==> src/rtl/cpu_pkg.sv <==
// Shared definitions for the MEM-stage data-memory arbiter: FSM encoding and
// the default peripheral starvation limit.
package cpu_pkg;

    typedef enum logic [1:0] {
        ARB_IDLE = 2'd0,
        ARB_CPU  = 2'd1,
        ARB_PERI = 2'd2
    } arb_state_t;

    localparam int unsigned DEF_MAX_STARVE = 4;
    localparam int          STARVE_W       = 4;

    function automatic logic [STARVE_W-1:0] sat_inc(input logic [STARVE_W-1:0] v);
        return (v == {STARVE_W{1'b1}}) ? v : v + 1'b1;
    endfunction

endpackage

==> src/rtl/dmem_arbiter.sv <==
// Single-port data memory sequencer: arbitrates the MEM-stage access against one
// peripheral/DMA requester, runs variable-latency handshakes and drives the pipeline stall.
module dmem_arbiter
    import cpu_pkg::*;
#(
    parameter int unsigned MAX_STARVE = DEF_MAX_STARVE
) (
    input  logic        clk,
    input  logic        reset,
    input  logic        MemRd_EX_MEM,
    input  logic        MemWr_EX_MEM,
    input  logic [31:0] ALUOut_EX_MEM,
    input  logic [31:0] DatabusB_EX_MEM,
    output logic [31:0] cpu_rdata,
    output logic        stall,
    input  logic        peri_req,
    input  logic        peri_we,
    input  logic [31:0] peri_addr,
    input  logic [31:0] peri_wdata,
    output logic        peri_gnt,
    output logic        peri_done,
    output logic [31:0] peri_rdata,
    output logic        mem_rd,
    output logic        mem_wr,
    output logic [31:0] mem_addr,
    output logic [31:0] mem_wdata,
    input  logic [31:0] mem_rdata,
    input  logic        mem_ready
);

    localparam logic [STARVE_W-1:0] C_MAX_STARVE = STARVE_W'(MAX_STARVE);

    arb_state_t          r_state;
    logic [STARVE_W-1:0] r_starve_cnt;
    logic                r_mem_rd;
    logic                r_mem_wr;
    logic [31:0]         r_mem_addr;
    logic [31:0]         r_mem_wdata;
    logic [31:0]         r_peri_rdata;
    logic                r_peri_done;

    logic w_cpu_req;
    logic w_peri_wins;

    assign w_cpu_req   = MemRd_EX_MEM | MemWr_EX_MEM;
    // Peripheral wins when uncontested, or when the CPU has had its quota of contested grants.
    assign w_peri_wins = peri_req & (~w_cpu_req | (r_starve_cnt >= C_MAX_STARVE));

    always_ff @(posedge clk or negedge reset) begin
        if (!reset) begin
            r_state      <= ARB_IDLE;
            r_starve_cnt <= '0;
            r_mem_rd     <= 1'b0;
            r_mem_wr     <= 1'b0;
            r_mem_addr   <= '0;
            r_mem_wdata  <= '0;
            r_peri_rdata <= '0;
            r_peri_done  <= 1'b0;
        end else begin
            r_peri_done <= 1'b0;
            if (!peri_req) begin
                r_starve_cnt <= '0;
            end

            case (r_state)
                ARB_IDLE: begin
                    if (w_peri_wins) begin
                        r_state      <= ARB_PERI;
                        r_mem_rd     <= ~peri_we;
                        r_mem_wr     <= peri_we;
                        r_mem_addr   <= peri_addr;
                        r_mem_wdata  <= peri_wdata;
                        r_starve_cnt <= '0;
                    end else if (w_cpu_req) begin
                        r_state     <= ARB_CPU;
                        r_mem_rd    <= MemRd_EX_MEM;
                        r_mem_wr    <= MemWr_EX_MEM;
                        r_mem_addr  <= ALUOut_EX_MEM;
                        r_mem_wdata <= DatabusB_EX_MEM;
                        if (peri_req) begin
                            r_starve_cnt <= sat_inc(r_starve_cnt);
                        end
                    end
                end

                ARB_CPU: begin
                    if (mem_ready) begin
                        r_state     <= ARB_IDLE;
                        r_mem_rd    <= 1'b0;
                        r_mem_wr    <= 1'b0;
                        r_mem_addr  <= '0;
                        r_mem_wdata <= '0;
                    end
                end

                ARB_PERI: begin
                    if (mem_ready) begin
                        r_state     <= ARB_IDLE;
                        r_mem_rd    <= 1'b0;
                        r_mem_wr    <= 1'b0;
                        r_mem_addr  <= '0;
                        r_mem_wdata <= '0;
                        r_peri_done <= 1'b1;
                        if (r_mem_rd) begin
                            r_peri_rdata <= mem_rdata;
                        end
                    end
                end

                default: begin
                    r_state <= ARB_IDLE;
                end
            endcase
        end
    end

    // Combinational so the pipeline unfreezes and MEM/WB captures load data on the completing edge.
    assign stall     = w_cpu_req & ~((r_state == ARB_CPU) & mem_ready);
    assign cpu_rdata = (r_state == ARB_CPU) ? mem_rdata : 32'h0;

    assign peri_gnt   = (r_state == ARB_PERI);
    assign peri_done  = r_peri_done;
    assign peri_rdata = r_peri_rdata;
    assign mem_rd     = r_mem_rd;
    assign mem_wr     = r_mem_wr;
    assign mem_addr   = r_mem_addr;
    assign mem_wdata  = r_mem_wdata;

endmodule

==> config.mk <==
export PLATFORM = sky130hd
export DESIGN_NAME = dmem_arbiter
export DESIGN_NICKNAME = d
export VERILOG_FILES = /design/src/rtl/cpu_pkg.sv /design/src/rtl/dmem_arbiter.sv
export SDC_FILE = /design/constraint.sdc
export NUM_CORES = 1
export LEC_CHECK = 0
export BUFFER_PORTS_ARGS = -buffer_cell sky130_fd_sc_hd__clkbuf_2
export CAP_MARGIN = 20
export CORE_MARGIN = 10
export CORE_UTILIZATION = 35
export DETAILED_ROUTE_END_ITERATION = 16
export GPL_TIMING_DRIVEN = 0
export MAX_ROUTING_LAYER = met4
export PLACE_DENSITY = 0.66
export SYNTH_ARGS = -nofsm -noshare
export SYNTH_HDL_FRONTEND = slang
export SYNTH_SLANG_ARGS = --single-unit
==> constraint.sdc <==
create_clock -name clk -period 4.2 [get_ports clk]
set_input_delay 0.21 -clock clk [delete_from_list [all_inputs] [get_ports clk]]
set_output_delay 0.21 -clock clk [all_outputs]
set_load 0.005 [all_outputs]
==> results of run 1 <==
[layout by cell type, fill, tap and decap left out, types with 3 or more instances in the layout]
| cell type | Yosys | routed |
|---|---|---|
| nand2b_1 | 4 | 4 |
| nand2_1 | 4 | 4 |
| o221ai_1 | 47 | 47 |
| dfrtp_1 | 105 | 105 |
| ha_1 | 4 | 4 |
| nor2_1 | 4 | 4 |
| inv_1 | 68 | 68 |
| clkbuf_2 | 0 | 298 |
| clkbuf_1 | 29 | 29 |
| diode_2 | 0 | 4 |
| a21boi_0 | 3 | 3 |
| o2111ai_1 | 64 | 64 |
| o221ai_2 | 19 | 19 |
| nand3_1 | 66 | 66 |
| clkbuf_16 | 0 | 9 |
| buf_4 | 10 | 10 |
| mux2_1 | 20 | 20 |
| and2_1 | 33 | 33 |
| buf_2 | 22 | 22 |
| mux2_2 | 12 | 12 |
[stage by stage]
step           hold WS [ps]  power, mW  std cells
6_report              -56.7       4.74       1075
5_1_grt                38.7       5.10       1075
4_1_cts                9.18       4.80       1071
3_5_place_dp            395       3.94       1055
3_3_place_gp            439       3.89       1055
2_1_floorplan         -85.6       2.90        540
[kinds of logic after synthesis]
logic type / after synthesis / share of synthesized area, %
AO/OA/AOI/OAI: 144 / 24.0
buffers and inverters: 133 / 10.3
AND/OR/NAND/NOR: 122 / 11.9
flip-flops: 105 / 46.6
multiplexers: 32 / 6.39
adder cells (fa/ha/maj): 4 / 0.887
[cell type report]
type                       count  area (um2)
antenna                        4        10.0
clock inverter                 6        56.3
multi-input combinational    302        2430
timing repair buffer         299        1510
inverter                      68         255
fill                        1534        8110
sequential                   105        2630
clock buffer                  10         239
tap                          216         270
buffer                        65         324
[power groups by stage]
stage / combinational (mW) / clock [mW] / sequential (mW)
after floorplan: 1.25 / 0 / 1.65
after global placement: 2.28 / 0 / 1.62
after detailed placement: 2.30 / 0 / 1.64
after CTS: 2.30 / 0.884 / 1.62
after global routing: 2.52 / 0.920 / 1.67
final: 2.26 / 0.865 / 1.62
[worst register-to-register path, delay by kind of cell (launching register included)]
family,cells,cell delay (ps)
AO/OA/AOI/OAI,1,190
adder cells (fa/ha/maj),1,320
buffers and inverters,3,830
flip-flops,1,400
AND/OR/NAND/NOR,2,430
[sequential cells by signal (all words and copies together) (netlist names)]
register	flops
mem_addr	32
mem_wdata	32
peri_rdata	32
r_starve_cnt	4
r_state	2
mem_rd	1
mem_wr	1
peri_done	1
[worst paths after layout]
path | to | slack (ps) | depth (start not counted)
max in group asynchronous | peri_rdata[21]$_DFFE_PN0P_ | 3630 | 1
hold / removal | mem_addr[0]$_DFFE_PN0P_ | -60 | 1
hold reg to reg | peri_rdata[16]$_DFFE_PN0P_ | 490 | 1
min in group clk | peri_rdata[16]$_DFFE_PN0P_ | 80 | 2
setup / recovery | mem_addr[18]$_DFFE_PN0P_ | 1950 | 7
setup reg to reg | mem_addr[18]$_DFFE_PN0P_ | 1950 | 7
[metal layers]
| metal | vias to the layer above | global-route usage [%] | part of all wire [%] | wire length [um] |
|---|---|---|---|---|
| met5 | - | - | 0 | 0 |
| met4 | 0 | 4.11 | 0.95 | 205 |
| met3 | 14 | 5.96 | 8.2 | 1770 |
| met2 | 244 | 32.2 | 48 | 10300 |
| met1 | 2676 | 23.7 | 43 | 9280 |
| li1 | 2668 | - | - | - |
==> results_dict.tcl, run 1 <==
set metrics [dict create \
    clk_path_buf_depth 2 \
    critPathMaxStageDelay_ps 430 \
    cp-startpoint "r_state[0]$_DFFE_PN0P_" \
    path_cells "inv_1, ha_1, and2b_1, buf_2, clkbuf_1, nand3_1, o221ai_1" \
    max_cap_viol_count 0 \
    cts.sinks 105 \
    synth_common_cells "105 x dfrtp_1, 68 x inv_1, 66 x nand3_1" \
    start_util_pct 35.6 \
    status "finished with violations" \
    end_kind "register" \
    synth_area_um2 5640 \
    synthTopCellsByArea "dfrtp_1 47%, o2111ai_1 9.9%, o221ai_1 7.3%, nand3_1 5.9%, o221ai_2 5.1%" \
    place_congestion 0.826 \
    final_area_um2 7720 \
    synth_area_per_cell_um2 10.4 \
    io_buffers 299 \
    final.min_clock_period_ps 2250 \
    clock-root-buffer "clkbuf_16" \
    hold_viol 24 \
    chipWidth_um 147 \
    yosysTopAreaCell "dfrtp_1" \
    ys_types 34 \
    worstPathMaxFanout 10 \
    syn_nets 711 \
    rr_startpoint "r_state[0]$_DFFE_PN0P_" \
    worst_slew_pin_slew_ps 876 \
    finClkSkew_ps 9.27 \
    crit_family "buffers and inverters" \
    crit_buf_inv 3 \
    nets 1021 \
    postCtsSetupBuffers 0 \
    finalSetupTns_ps 0 \
    antenna_found_initial 4 \
    worstHoldPathType "primary input to async pin" \
    hpwl_um 16700 \
    slew_headroom_pct 41.6 \
    synthCells 540 \
    grt_pass1_vias 6064 \
    pre_cts_slack_ps 1910 \
    p_per_area_nw_per_um2 614 \
    routed_wl_um 21500 \
    num_rows 46 \
    rsz0062_at_grt "false" \
    slowest_stage "clkbuf_1" \
    ir_drop_mv 0.276 \
    postCtsHoldBufs 0 \
    finish.utilization_pct 48.8 \
    postSynth.asyncResetShare_pct 100 \
    yosysMostFrequentCell "dfrtp_1" \
    dieArea_um2 21600 \
    ctsResizeCount 0 \
    worstSkewPairLatency_ps 350 \
    postRouteAntennaNets 0 \
    tritoncts "yes" \
    grt_util_all_layers_pct 19.7 \
    drive_gt1_share_pct 44.7 \
    viasPerCell 5.21 \
    cp.required_ps 4460 \
    io_pins 300 \
    die_height_um 147 \
    dpl_cell_area_um2 7420 \
    via_count 5602 \
    cts_buffers 9 \
    setup_slack_ps 1950 \
    routedWlPerCell_um 20.0 \
    whs_ps -56.7 \
    synth-main-ff-cell "dfrtp_1" \
    critPathKind "register to register" \
    leakage_nw 3.84 \
    synth_edf_count 0 \
    drc 0 \
    grt_overflow_total 0 \
    core_um2 15800 \
    synth_top_cell_area_share_pct 46.6 \
    first_iter_violations 278 \
    p_switching_mw 1.91 \
    grt_max_degree 106 \
    fmax_mhz 444 \
    ys_seq_elements 105 \
    crit_path_start_kind "register" \
    cp_data_arrival_time_ps 2510 \
    grt_first_pass_wirelength_um 33600 \
    ys_seq_area_share_pct 46.6 \
    clockPowerShare_pct 18.2 \
    combPwrFrac_pct 47.6 \
    first_pass_iters 4 \
    finalMaxSlewViolations 0 \
    yosys_warnings 0 \
    p_int_mw 2.83 \
    htree_num_levels 3 \
    clk_pin_slew_ps 80 \
    fin_crit_sh_pct 53.6 \
    seqPwrFrac_pct 34.1 \
    switching_share_pct 40.3 \
    violations "hold timing" \
    setup_viol 0 \
    syn2layout_area_growth_pct 36.9 \
]
Note: power is estimated with default switching activity, not from simulation.
==> inputs of run 2 (changes only) <==
--- a/config.mk
+++ b/config.mk
@@ -12,7 +12,7 @@
 export DETAILED_ROUTE_END_ITERATION = 16
 export GPL_TIMING_DRIVEN = 0
 export MAX_ROUTING_LAYER = met4
-export PLACE_DENSITY = 0.66
+export PLACE_DENSITY = 0.68
 export SYNTH_ARGS = -nofsm -noshare
 export SYNTH_HDL_FRONTEND = slang
 export SYNTH_SLANG_ARGS = --single-unit
==> constraint.sdc (replaced) <==
create_clock -name clk -period 1.9 [get_ports clk]
set_input_delay 0.095 -clock clk [delete_from_list [all_inputs] [get_ports clk]]
set_output_delay 0.095 -clock clk [all_outputs]
set_load 0.005 [all_outputs]
==> results_dict.tcl, run 2 (same netlist as run 1, synthesis figures left out) <==
set metrics [dict create \
    status "finished clean" \
    htree_num_levels 3 \
    worst_slew_pin_slew_ps 918 \
    hpwl_um 16600 \
    final_common_cell "clkbuf_2" \
    worstHoldPathType "primary input to register" \
    place_congestion 0.842 \
    hold_viol 0 \
    grt_pass1_vias 6163 \
    chipWidth_um 147 \
    placed_cells_incl_taps 1055 \
    setup_viol 0 \
    nets 1066 \
    p_switching_mw 4.38 \
    finish.utilization_pct 52.6 \
    tritoncts "yes" \
    via_count 5789 \
    postRouteAntennaNets 0 \
    grt_overflow_total 0 \
    syn2layout_area_growth_pct 47.5 \
    grt_util_all_layers_pct 20.5 \
    rrSetupSlack_ps 10 \
    io_pins 300 \
    end_kind "register" \
    finClkSkew_ps 8.32 \
    clk_path_buf_depth 2 \
    drc 0 \
    cts.sinks 105 \
    dieArea_um2 21600 \
    grt_first_pass_wirelength_um 34600 \
    max_cap_viol_count 0 \
    worstPathMaxFanout 10 \
    finalNonFillerCells 1120 \
    switching_share_pct 38.6 \
    clk_pin_slew_ps 80 \
    p_per_area_nw_per_um2 1360 \
    finalMaxSlewViolations 0 \
    num_rows 46 \
    cp.required_ps 2110 \
    seqPwrFrac_pct 31.6 \
    die_height_um 147 \
    io_buffers 299 \
    fmax_mhz 530 \
    clockPowerShare_pct 16.7 \
    antenna_found_initial 4 \
    routedWlPerCell_um 20.1 \
    finalSetupTns_ps 0 \
    cts_buffers 9 \
    cp_data_arrival_time_ps 2100 \
    fillers 1430 \
    critPathKind "register to register" \
    ir_drop_mv 0.594 \
    viasPerCell 5.17 \
    first_pass_iters 5 \
    rsz0062_at_grt "true" \
    final_cell_mix "304 x clkbuf_2, 105 x dfrtp_1, 68 x inv_1" \
    clock-root-buffer "clkbuf_16" \
    core_um2 15800 \
    worstSkewPairLatency_ps 350 \
    routed_wl_um 22500 \
    fin_crit_sh_pct 99.3 \
    leakage_nw 4.13 \
    p_int_mw 6.97 \
    crit_path_start_kind "register" \
    start_util_pct 35.6 \
    slew_headroom_pct 38.8 \
    drive_gt1_share_pct 45.3 \
    grt_max_degree 106 \
    combPwrFrac_pct 51.7 \
    first_iter_violations 315 \
    final.min_clock_period_ps 1890 \
]
-- run 2: cell count changes in the layout (fill, tap and decap cells not counted), moves of 2 or more --
cell,previous run,this run
clkbuf_16,9,12
clkbuf_2,298,304
clkbuf_1,29,19
clkbuf_4,0,3
buf_2,22,15
buf_8,0,2
buf_1,2,0
buf_12,0,4
dlygate4sd3_1,0,34
buf_4,10,21
-- run 2: timing repair --
action,CTS,global route
hold endpoints to repair,138,0
pin swaps,1,0
gates cloned,0,3
setup endpoints to repair,72,84
gates resized for setup,20,35
setup buffers,2,6
hold buffers,34,0
-- run 2: metrics by stage --
step / setup WS, ps / cell area [um2] / power [mW] / hold WS, ps
floorplan: 183 / 5640 / 6.41 / -201
global placement: -857 / 7410 / 8.60 / 322
detailed placement: -388 / 7420 / 8.67 / 278
CTS: -26.7 / 8110 / 10.8 / 0.0307
global route: -69.5 / 8320 / 12.2 / 9.13
finish: 14.2 / 8320 / 11.3 / 14.3
-- run 2: power groups by stage --
stage	sequential, mW	clock (mW)	combinational, mW
6_report	3.58	1.90	5.87
5_1_grt	3.69	2.05	6.46
4_1_cts	3.58	1.96	5.29
3_5_place_dp	3.62	0	5.05
3_3_place_gp	3.58	0	5.02
2_1_floorplan	3.66	0	2.75
-- run 2: critical path, stage by stage, from the launching register on --
cell	delay, ps
dfrtp_1	400
inv_1	80
ha_1	300
nor2b_2	190
a211oi_2	190
buf_4	170
buf_12	150
buf_8	140
o221ai_1	120
-- run 2: cell type report --
type	count	area, um2	share of cell area [%]
Multi-Input combinational cell	302	2440	29.3
Tap cell	216	270	3.25
Sequential cell	105	2630	31.6
Clock buffer	10	239	2.87
Buffer	65	440	5.29
Inverter	68	255	3.07
Clock inverter	6	57.6	0.692
Antenna cell	4	10.0	0.120
Timing Repair Buffer	344	1980	23.8
-- run 2: final timing paths --
path,to,depth (start not counted),startpoint
worst min-delay path,mem_addr[8]$_DFFE_PN0P_,3,ALUOut_EX_MEM[8]
max in group asynchronous,peri_rdata[18]$_DFFE_PN0P_,2,reset
worst max register to register,mem_addr[19]$_DFFE_PN0P_,8,r_state[1]$_DFFE_PN0P_
worst min register to register,peri_rdata[7]$_DFFE_PN0P_,1,peri_rdata[7]$_DFFE_PN0P_
min in group asynchronous,mem_addr[30]$_DFFE_PN0P_,2,reset
worst max-delay path,mem_addr[19]$_DFFE_PN0P_,8,r_state[1]$_DFFE_PN0P_
-- run 2: layer usage --
layer | up-vias | GRT usage, % | routed length (um)
li1 | 2769 | - | -
met5 | - | - | 0
met3 | 25 | 5.10 | 1510
met4 | 0 | 6.54 | 397
met2 | 245 | 33.1 | 10900
met1 | 2750 | 24.7 | 9640
